File: config.mk
export PLATFORM = sky130hd
export DESIGN_NAME = sum_accumulator_flat
export DESIGN_NICKNAME = d
export VERILOG_FILES = /design/src/rtl/sum_accumulator_pkg.sv /design/src/rtl/sum_accumulator_if.sv /design/src/rtl/sum_accumulator_sat_add.sv /design/src/rtl/sum_accumulator.sv /design/src/flat_wrapper.sv
export SDC_FILE = /design/constraint.sdc
export NUM_CORES = 1
export LEC_CHECK = 0
export ABC_AREA = 1
export ABC_CLOCK_PERIOD_IN_PS = 2550
export BUFFER_PORTS_ARGS = -buffer_cell sky130_fd_sc_hd__buf_2
export CAP_MARGIN = 20
export CORE_MARGIN = 2
export CORE_UTILIZATION = 50
export CTS_CLUSTER_SIZE = 10
export DETAILED_ROUTE_END_ITERATION = 10
export PLACE_DENSITY = 0.68
export RECOVER_POWER = 25
export SLEW_MARGIN = 20
export SYNTH_ARGS = -nofsm -noshare
export SYNTH_HDL_FRONTEND = slang
export SYNTH_SLANG_ARGS = --single-unit
File: constraint.sdc
create_clock -name clk -period 2.55 [get_ports clk]
set_input_delay 0.51 -clock clk [delete_from_list [all_inputs] [get_ports clk]]
set_output_delay 0.51 -clock clk [all_outputs]
set_load 0.01 [all_outputs]
File: src/rtl/sum_accumulator_pkg.sv
// Shared types and constants for the counter design's sum accumulator.
//   state_t     : accumulator FSM states
//   SUM_W       : adder Sum width
//   SAMPLE_W    : {overflow, sum} sample width
//   sat_add_fn  : integer saturating add, clamped to a w-bit ceiling
package counter_pkg;

  localparam int unsigned SUM_W    = 4;
  localparam int unsigned SAMPLE_W = 5;

  typedef enum logic [1:0] {
    IDLE  = 2'd0,
    ACCUM = 2'd1,
    HOLD  = 2'd2
  } state_t;

  // Saturating add of a sample onto a running total held in at most 31 bits.
  function automatic int unsigned sat_add_fn(input int unsigned a,
                                             input int unsigned b,
                                             input int unsigned w);
    longint unsigned s;
    longint unsigned lim;
    s   = longint'(a) + longint'(b);
    lim = (64'(1) << w) - 64'(1);
    return (s > lim) ? int'(lim) : int'(s);
  endfunction

endpackage

File: src/rtl/sum_accumulator_if.sv
// Sample input and result output bundle of the sum accumulator.
//   master : sample source / result consumer (drives clear, en, sum, overflow, out_ready)
//   slave  : the accumulator (drives out_valid, out_total, out_ovf_cnt, out_sat, out_missed)
interface sum_accumulator_if #(
  parameter int unsigned WINDOW = 8,
  parameter int unsigned ACC_W  = 8
);
  import counter_pkg::*;

  localparam int unsigned CNT_W = $clog2(WINDOW + 1);

  logic             clear;
  logic             en;
  logic [SUM_W-1:0] sum;
  logic             overflow;
  logic             out_ready;
  logic             out_valid;
  logic [ACC_W-1:0] out_total;
  logic [CNT_W-1:0] out_ovf_cnt;
  logic             out_sat;
  logic             out_missed;

  modport master (
    output clear, en, sum, overflow, out_ready,
    input  out_valid, out_total, out_ovf_cnt, out_sat, out_missed
  );

  modport slave (
    input  clear, en, sum, overflow, out_ready,
    output out_valid, out_total, out_ovf_cnt, out_sat, out_missed
  );

endinterface

File: src/rtl/sum_accumulator_sat_add.sv
// Combinational ACC_W + SAMPLE_W saturating adder.
//   a       : running total
//   b       : 5-bit sample value
//   total_c : min(a + b, 2^ACC_W - 1)
//   sat_c   : the unclamped sum did not fit in ACC_W bits
module sat_add
  import counter_pkg::*;
#(
  parameter int unsigned ACC_W = 8
) (
  input  logic [ACC_W-1:0]    a,
  input  logic [SAMPLE_W-1:0] b,
  output logic [ACC_W-1:0]    total_c,
  output logic                sat_c
);

  localparam int unsigned WIDE_W = ACC_W + 1;

  logic [WIDE_W-1:0] sum_w;

  // One extra bit catches the carry that triggers clamping.
  always_comb begin
    sum_w   = {1'b0, a} + WIDE_W'(b);
    sat_c   = sum_w[ACC_W];
    total_c = sat_c ? {ACC_W{1'b1}} : sum_w[ACC_W-1:0];
  end

endmodule

File: src/rtl/sum_accumulator.sv
// Windowed accumulator of adder samples with a held valid/ready result.
//   clk, rst_n : clock, asynchronous active-low reset
//   bus        : sample inputs (clear, en, sum, overflow), result handshake
//                (out_ready/out_valid) and result fields (out_total,
//                out_ovf_cnt, out_sat, out_missed)
module sum_accumulator
  import counter_pkg::*;
#(
  parameter int unsigned WINDOW = 8,
  parameter int unsigned ACC_W  = 8
) (
  input  logic               clk,
  input  logic               rst_n,
  sum_accumulator_if.slave   bus
);

  localparam int unsigned CNT_W = $clog2(WINDOW + 1);

  state_t state, state_nxt;

  logic [ACC_W-1:0]    acc;
  logic [CNT_W-1:0]    cnt;
  logic [CNT_W-1:0]    ovf_cnt;
  logic                sat;
  logic                missed;

  logic [SAMPLE_W-1:0] value_c;
  logic [ACC_W-1:0]    add_a_c;
  logic [ACC_W-1:0]    add_total_c;
  logic                add_sat_c;
  logic [CNT_W-1:0]    cnt_inc_c;
  logic [CNT_W-1:0]    ovf_inc_c;
  logic                hs_c;
  logic                start_c;
  logic                accept_c;
  logic                latch_c;
  logic                drop_c;

  assign value_c   = {bus.overflow, bus.sum};
  assign cnt_inc_c = cnt + CNT_W'(1);
  assign ovf_inc_c = ovf_cnt + CNT_W'(bus.overflow);
  assign hs_c      = bus.out_valid & bus.out_ready;
  // A new window always starts from zero, whatever acc currently holds.
  assign add_a_c   = start_c ? '0 : acc;

  sat_add #(.ACC_W(ACC_W)) u_sat_add (
    .a       (add_a_c),
    .b       (value_c),
    .total_c (add_total_c),
    .sat_c   (add_sat_c)
  );

  // State register.
  always_ff @(posedge clk or negedge rst_n) begin
    if (!rst_n) state <= IDLE;
    else        state <= state_nxt;
  end

  // Next state and per-cycle datapath strobes.
  always_comb begin
    state_nxt = state;
    start_c   = 1'b0;
    accept_c  = 1'b0;
    latch_c   = 1'b0;
    drop_c    = 1'b0;
    if (bus.clear) begin
      state_nxt = IDLE;
    end else begin
      case (state)
        IDLE: begin
          if (bus.en) begin
            start_c   = 1'b1;
            state_nxt = ACCUM;
          end
        end
        ACCUM: begin
          if (bus.en) begin
            accept_c = 1'b1;
            if (cnt_inc_c == CNT_W'(WINDOW)) begin
              latch_c   = 1'b1;
              state_nxt = HOLD;
            end
          end
        end
        HOLD: begin
          if (hs_c) begin
            start_c   = bus.en;
            state_nxt = bus.en ? ACCUM : IDLE;
          end else if (bus.en) begin
            drop_c = 1'b1;
          end
        end
        default: state_nxt = IDLE;
      endcase
    end
  end

  // Window accumulators and the held result.
  always_ff @(posedge clk or negedge rst_n) begin
    if (!rst_n) begin
      acc             <= '0;
      cnt             <= '0;
      ovf_cnt         <= '0;
      sat             <= 1'b0;
      missed          <= 1'b0;
      bus.out_valid   <= 1'b0;
      bus.out_total   <= '0;
      bus.out_ovf_cnt <= '0;
      bus.out_sat     <= 1'b0;
      bus.out_missed  <= 1'b0;
    end else if (bus.clear) begin
      acc           <= '0;
      cnt           <= '0;
      ovf_cnt       <= '0;
      sat           <= 1'b0;
      missed        <= 1'b0;
      bus.out_valid <= 1'b0;
    end else begin
      if (start_c) begin
        acc     <= add_total_c;
        cnt     <= CNT_W'(1);
        ovf_cnt <= CNT_W'(bus.overflow);
        sat     <= add_sat_c;
      end else if (latch_c) begin
        acc             <= '0;
        cnt             <= '0;
        ovf_cnt         <= '0;
        sat             <= 1'b0;
        bus.out_total   <= add_total_c;
        bus.out_ovf_cnt <= ovf_inc_c;
        bus.out_sat     <= sat | add_sat_c;
        // Drops since the previous latch belong to this result.
        bus.out_missed  <= missed;
        missed          <= 1'b0;
        bus.out_valid   <= 1'b1;
      end else if (accept_c) begin
        acc     <= add_total_c;
        cnt     <= cnt_inc_c;
        ovf_cnt <= ovf_inc_c;
        sat     <= sat | add_sat_c;
      end
      if (drop_c) missed <= 1'b1;
      if (hs_c)   bus.out_valid <= 1'b0;
    end
  end

endmodule

File: src/flat_wrapper.sv
// flat-port wrapper written by rule: the top's interface ports become plain ports
module sum_accumulator_flat import counter_pkg::*;
#(
  parameter int unsigned WINDOW = 8,
  parameter int unsigned ACC_W  = 8
)
  (clk, rst_n, bus_clear, bus_en, bus_sum, bus_overflow, bus_out_ready, bus_out_valid, bus_out_total, bus_out_ovf_cnt, bus_out_sat, bus_out_missed);
  sum_accumulator_if #(.WINDOW(WINDOW), .ACC_W(ACC_W)) bus_i ();
  input  logic clk;
  input  logic rst_n;
  input wire logic [$bits(bus_i.clear)-1:0] bus_clear;
  input wire logic [$bits(bus_i.en)-1:0] bus_en;
  input wire logic [$bits(bus_i.sum)-1:0] bus_sum;
  input wire logic [$bits(bus_i.overflow)-1:0] bus_overflow;
  input wire logic [$bits(bus_i.out_ready)-1:0] bus_out_ready;
  output wire logic [$bits(bus_i.out_valid)-1:0] bus_out_valid;
  output wire logic [$bits(bus_i.out_total)-1:0] bus_out_total;
  output wire logic [$bits(bus_i.out_ovf_cnt)-1:0] bus_out_ovf_cnt;
  output wire logic [$bits(bus_i.out_sat)-1:0] bus_out_sat;
  output wire logic [$bits(bus_i.out_missed)-1:0] bus_out_missed;
  assign bus_i.clear = bus_clear;
  assign bus_i.en = bus_en;
  assign bus_i.sum = bus_sum;
  assign bus_i.overflow = bus_overflow;
  assign bus_i.out_ready = bus_out_ready;
  assign bus_out_valid = bus_i.out_valid;
  assign bus_out_total = bus_i.out_total;
  assign bus_out_ovf_cnt = bus_i.out_ovf_cnt;
  assign bus_out_sat = bus_i.out_sat;
  assign bus_out_missed = bus_i.out_missed;
  sum_accumulator #(.WINDOW(WINDOW), .ACC_W(ACC_W)) u_core (.clk(clk), .rst_n(rst_n), .bus(bus_i));
endmodule
# Yosys cells after proc, flatten, opt, wreduce, memory -nomap -nowiden
# Index checks and enable logic that the tools add are counted.
[op_classes] addsub=3 eq_ne=9 n_mux=46 n_bitwise=4 reduce_logical=8
[op_table] operator="$mux 8" n=6
[op_table] operator="$mux 4" n=8
[op_table] operator="$mux 1" n=25
[op_table] operator="$mux 2" n=5
[op_table] operator="$add 8x5->9" n=1
[op_table] operator="$ne 3x2->1 const B" n=3
[op_table] operator="$ne 3x3->1 const B" n=3
[op_table] operator="$pmux 2 s3" n=1
[op_table] operator="$reduce_bool 3->1" n=2
[op_table] operator="$add 4x1->4" n=1
[op_table] operator="$add 4x1->4 const B" n=1
[op_table] operator="$eq 4x4->1 const B" n=1
[op_table] operator="$reduce_and 2->1" n=2
[op_table] operator="$reduce_and 4->1" n=1
[op_table] operator="$reduce_bool 4->1" n=1
[op_table] operator="$reduce_and 3->1" n=1
[op_table] operator="$eq 2x1->1 const B" n=1
[op_table] operator="$eq 2x2->1 const B" n=1
[op_table] operator="$logic_not 2->1" n=1
[op_table] operator="$not 1->1" n=2
[op_table] operator="$pmux 1 s2" n=1
[op_table] operator="$and 1x1->1" n=1
[op_table] operator="$or 1x1->1" n=1
[totals] register_bits=35 elab_cells=81

# Logic depth before layout (Yosys ltp)
[depth] word_depth=11 depth_mapped=16 ltp_nobuf=15

# By module
# From an unflattened synthesis, not the netlist that was laid out.
[unflattened] cells_unflattened=253 area_unflattened_um2=2039.5
[by_module_without_submodules] mod="sum_accumulator" instances=1 cells_per_inst=190 area_each_um2=1689.1 seq_area_each_um2=875.8
[by_module_without_submodules] mod="sat_add" instances=1 cells_per_inst=63 area_each_um2=350.3 seq_area_each_um2=0.0

# Worst setup path before layout
# No wires, ideal clock.
[synth_path] path_kind="input port to flip-flop" startpoint="input port bus_out_ready" endpoint="register u_core.acc[7]" setup_ps=116 arrival_ps=2215 t_required_ps=2434 slack_ps=218 path_stages=16 path_buffers=1 path_cell_list="nand2_1 > nand2_1 > nand3_2 > buf_4 > nand2_1 > inv_1 > ha_1 > fa_1 > nand3_1 > nand2_1 > nand2_1 > nand2_1 > nand3_4 > nand3_2 > nand2_1 > nand2_1"
[synth_via] elab_chain_len=11 elab_cells_between_ends=12 cone_classes="add/sub: 1; mux: 9; bitwise: 1; reduce/logical: 1"
[synth_lines] item="start, declared" line_no="flat_wrapper.sv:15" rtl="input wire logic [$bits(bus_i.out_ready)-1:0] bus_out_ready;"
[synth_lines] item="$and 1x1->1 (*)" line_no="sum_accumulator.sv:42" rtl="assign hs_c = bus.out_valid & bus.out_ready;"
[synth_lines] item="$mux 1 (*)" line_no="sum_accumulator.sv:86" rtl="if (hs_c) begin"
[synth_lines] item="$pmux 1 s2 (*)" line_no="sum_accumulator.sv:69" rtl="case (state)"
[synth_lines] item="$mux 1 (*)" line_no="sum_accumulator.sv:66" rtl="if (bus.clear) begin"
[synth_lines] item="$mux 8" line_no="sum_accumulator.sv:44" rtl="assign add_a_c = start_c ? '0 : acc;"
[synth_lines] item="$add 8x5->9" line_no="sum_accumulator_sat_add.sv:23" rtl="sum_w = {1'b0, a} + WIDE_W'(b);"
[synth_lines] item="$mux 8" line_no="sum_accumulator_sat_add.sv:25" rtl="total_c = sat_c ? {ACC_W{1'b1}} : sum_w[ACC_W-1:0];"
[synth_lines] item="$mux 8" line_no="sum_accumulator.sv:136" rtl="end else if (accept_c) begin"
[synth_lines] item="$mux 8" line_no="sum_accumulator.sv:124" rtl="end else if (latch_c) begin"
[synth_lines] item="$mux 8" line_no="sum_accumulator.sv:119" rtl="if (start_c) begin"
[synth_lines] item="$mux 8" line_no="sum_accumulator.sv:111" rtl="end else if (bus.clear) begin"
[synth_lines] item="end signal, assigned" line_no="sum_accumulator.sv:120" rtl="acc <= add_total_c;"
[synth_lines] item="end signal, assigned" line_no="sum_accumulator.sv:137" rtl="acc <= add_total_c;"
[synth_lines] item="end, declared" line_no="sum_accumulator.sv:21" rtl="logic [ACC_W-1:0] acc;"
# Every way passes the cells marked *; elsewhere a longest branch is shown, timed or not. The select of a mux whose other input is x is not followed.
# A chain may end at the register's enable or synchronous reset.

# Final worst setup path
[layout_path] startpoint="register u_core.bus.out_valid" endpoint="register u_core.acc[4]"
[layout_via] elab_chain_len=11 elab_cells_between_ends=12 cone_classes="add/sub: 1; mux: 9; bitwise: 1; reduce/logical: 1"
[layout_lines] item="start, declared" line_no="sum_accumulator_if.sv:30" rtl="output out_valid, out_total, out_ovf_cnt, out_sat, out_missed"
[layout_lines] item="start signal, assigned" line_no="sum_accumulator.sv:106" rtl="bus.out_valid <= 1'b0;"
[layout_lines] item="start signal, assigned" line_no="sum_accumulator.sv:117" rtl="bus.out_valid <= 1'b0;"
[layout_lines] item="start signal, assigned" line_no="sum_accumulator.sv:135" rtl="bus.out_valid <= 1'b1;"
[layout_lines] item="$and 1x1->1 (*)" line_no="sum_accumulator.sv:42"
[layout_lines] item="$mux 1 (*)" line_no="sum_accumulator.sv:86"
[layout_lines] item="$pmux 1 s2 (*)" line_no="sum_accumulator.sv:69"
[layout_lines] item="$mux 1 (*)" line_no="sum_accumulator.sv:66"
[layout_lines] item="$mux 8" line_no="sum_accumulator.sv:44"
[layout_lines] item="$add 8x5->9" line_no="sum_accumulator_sat_add.sv:23"
[layout_lines] item="$mux 8" line_no="sum_accumulator_sat_add.sv:25"
[layout_lines] item="$mux 8" line_no="sum_accumulator.sv:136"
[layout_lines] item="$mux 8" line_no="sum_accumulator.sv:124"
[layout_lines] item="$mux 8" line_no="sum_accumulator.sv:119"
[layout_lines] item="$mux 8" line_no="sum_accumulator.sv:111"
# Marked as above.

==> summary.txt <==
STA
  – Sum Neg Setup Slack: 0 ps
  – Tmin final: 2321 ps
  – Max Slew Vio Count: 36
  – RSZ-0062 raised after global routing: false
  – Relative slew slack: -24.13%
  – Final setup violation count: 0
  – Slew at the pin closest to its max-slew limit: 1862 ps
  – Clk_skew: 4.489 ps
  – Fmax achieved: 0.4309 GHz
  – Fin worst setup slack: 229.2 ps
  – Hold Fails Final Rpt: 0
  – Part of the cycle the worst path needs: 91.01%

Critical path
  – CP arrival: 2510 ps
  – Crit-path max FO: 8
  – Crit path required time: 2740 ps
  – Crit path launch: u_core.bus.out_valid
  – Setup CP Type: flip-flop to flip-flop
  – Worst r2r src: u_core.bus.out_valid
  – CP endpoint: u_core.acc[4]
  – Worst Setup Start Kind: flip-flop
  – Reg-to-reg slack, setup: 230 ps
  – Crit Reg-Reg Endpoint: u_core.acc[4]
  – CP Capture Type: flip-flop
  – Reg2Reg Depth: 15

Logic synthesis
  – FF+latch count, synth: 35
  – Synth top area share: 43.59%
  – Top_reg_cell synth: dfrtp_1
  – Synth Instances: 247
  – Synth unique cells: 27
  – Sequential share of the synthesized area: 43.59%
  – Post-synth EDFFs: 0
  – Synthesized area: 2009 um^2
  – Mean Syn Cell Area: 8.135 um^2
  – Yosys warnings: 0
  – Area leader, netlist: dfrtp_1
  – Asr flop ratio synth: 100.0%
  – Synth top cells by count: nand2_1, dfrtp_1, inv_1
  – Top cells by area, synth: dfrtp_1, nand2_1, ha_1
  – Count leader, synth: nand2_1
  – Synth Net Count: 267

Clocking
  – Clock sink count: 35
  – Later-pin clock latency in the skew report: 290 ps
  – Hold-fix buffer count after cts: 0
  – Clk Tree Root Cell: clkbuf_8
  – Clock Tree Buf Depth: 2
  – CTS HTree Levels: 2
  – Post_cts resized: 0
  – Inserted Clock Buffers: 5
  – CTS tree: done
  – Post-CTS setup buffers: 0
  – CTS clk-pin slew, worst paths: 70 ps

Finish
  – Area Growth Syn to Fin: 14.13%
  – Fraction of layout cells with a size suffix above 1: 20.86%
  – Ant diodes: 0
  – Net count, final: 297
  – # fillers: 363
  – Final core occ: 58.17%

Status
  – Status: finished, violations left
  – Failing checks: capacitance limit, slew limit

Floorplanning
  – Die area: 4542 um^2
  – Row cnt: 23
  – Die width: 67.40 um
  – Core Area: 3943 um^2
  – Initial Util: 50.97%
  – I/O pin total: 25
  – Die Y: 67.40 um

Global route
  – GRT Total Usage: 20.23%
  – Largest net degree at the start of global routing: 36
  – Global-route wire length before repair: 6920 um
  – Number of global-route vias before repair: 1487
  – Initial antenna violation count: 0
  – Aggregate global routing overflow: 0

Pwr
  – Leak: 1.330 nW
  – Combinational power share: 20.2%
  – Internal power: 1.004 mW
  – Psw: 0.4139 mW
  – Clock power share: 36.7%
  – Pwr Density: 618.2 nW/um^2
  – Sequential power share: 43.1%
  – Peak VDD IR: 0.2957 mV
  – Switching share of total power: 29.20%

Detailed routing
  – Post-Route WL: 3962 um
  – Vias per inst: 4.866
  – Via count: 1596
  – Drt pass-1 iters: 4
  – Final ANT Viol Nets: 0
  – Initial DRC count: 91
  – Post-route DRC: 0
  – Wire per inst: 12.08 um

Hold path
  – Hold Path Class: flip-flop to flip-flop
  – Cell depth of the worst hold path: 2

Placement
  – DP Wirelength: 2765 um
  – GP Congestion: 0.9189
  – IO buf count: 24
  – DP Worst Slack: 14.61 ps

Flow run
  – Max cap viols: 1
==> flip-flops by register name, indices dropped and copies added, names as in the netlist <==
register / count
u_core.bus.out_missed: 1
u_core.state: 2
u_core.acc: 8
u_core.bus.out_ovf_cnt: 4
u_core.bus.out_total: 8
u_core.missed: 1
u_core.bus.out_sat: 1
u_core.cnt: 4
u_core.ovf_cnt: 4
u_core.sat: 1
u_core.bus.out_valid: 1
==> per-layer routing <==
metal | global-route usage (%) | vias up | wire (um)
met4 | 5.357 | 0 | 50
met5 | 0 | - | 0
met2 | 30.69 | 29 | 1704
met1 | 29.21 | 738 | 2064
met3 | 4.500 | 6 | 144
li1 | - | 823 | -
==> worst max-delay path, cell delays in order (launching register included) <==
cell and delay, ps:
dfrtp_1 370, nand2_1 80, nand2_1 120, nand3_2 140, nand2_1 90, inv_1 40, ha_1 210, fa_1 410
nand3_1 100, nand2_1 80, nand2_1 70, nand2_1 130, nand3_4 180, nand2_1 100, nand2_1 80, nand2_1 50
==> power by group through the flow <==
stage / combinational [mW] / clock (mW) / sequential, mW
5_1_grt: 0.327 / 0.560 / 0.614
3_3_place_gp: 0.283 / 0 / 0.621
3_5_place_dp: 0.287 / 0 / 0.619
2_1_floorplan: 0.218 / 0 / 0.615
4_1_cts: 0.288 / 0.535 / 0.610
6_report: 0.287 / 0.520 / 0.611
==> placed cells by master, fill, tap and decap left out, types with 3 or more instances in the layout <==
master / n
nand2_1: 104
dfrtp_1: 35
inv_1: 30
buf_2: 23
nand3_1: 14
ha_1: 9
nor2_1: 6
clkbuf_8: 6
a21oi_1: 5
o21ai_2: 5
xor2_1: 4
nor2_4: 4
buf_4: 4
nand3_2: 3
o21ai_0: 3
==> through the flow <==
stage               hold slack (ps)  area [um^2]  instances  power, mW
floorplan                     214.4         2009        247     0.8332
global placement              452.4         2177        320     0.9043
detailed placement            460.2         2177        320     0.9066
CTS                           332.9         2295        328      1.432
global route                  511.3         2293        328      1.501
finish                        474.9         2293        328      1.418
==> kinds of logic after synthesis <==
family                   count (synthesis)  share of synthesized area (%)
adder cells (fa/ha/maj)                 10                          6.600
buffers and inverters                   37                          8.219
AO/OA/AOI/OAI                           18                          5.852
flip-flops                              35                          43.59
XOR/XNOR                                 7                          3.425
AND/OR/NAND/NOR                        140                          32.32
==> final cells by class <==
cell class | instances | area (um^2) | share of cell area, %
Multi-Input combinational cell | 175 | 968.4 | 42.23
Timing Repair Buffer | 28 | 148.9 | 6.492
Clock inverter | 2 | 35.03 | 1.528
Clock buffer | 6 | 82.58 | 3.601
Sequential cell | 35 | 875.8 | 38.19
Tap cell | 50 | 62.56 | 2.728
Inverter | 32 | 120.1 | 5.237
==> worst min-delay path by stage <==
stage,from,to
detailed placement,u_core.bus.out_total[4],u_core.bus.out_total[4]
global route,u_core.acc[1],u_core.acc[1]
CTS,rst_n,u_core.acc[4]
global placement,u_core.bus.out_missed,u_core.bus.out_missed
floorplan,rst_n,u_core.acc[0]
finish,u_core.bus.out_total[4],u_core.bus.out_total[4]
No activity file was read; power rests on OpenSTA's default activity.
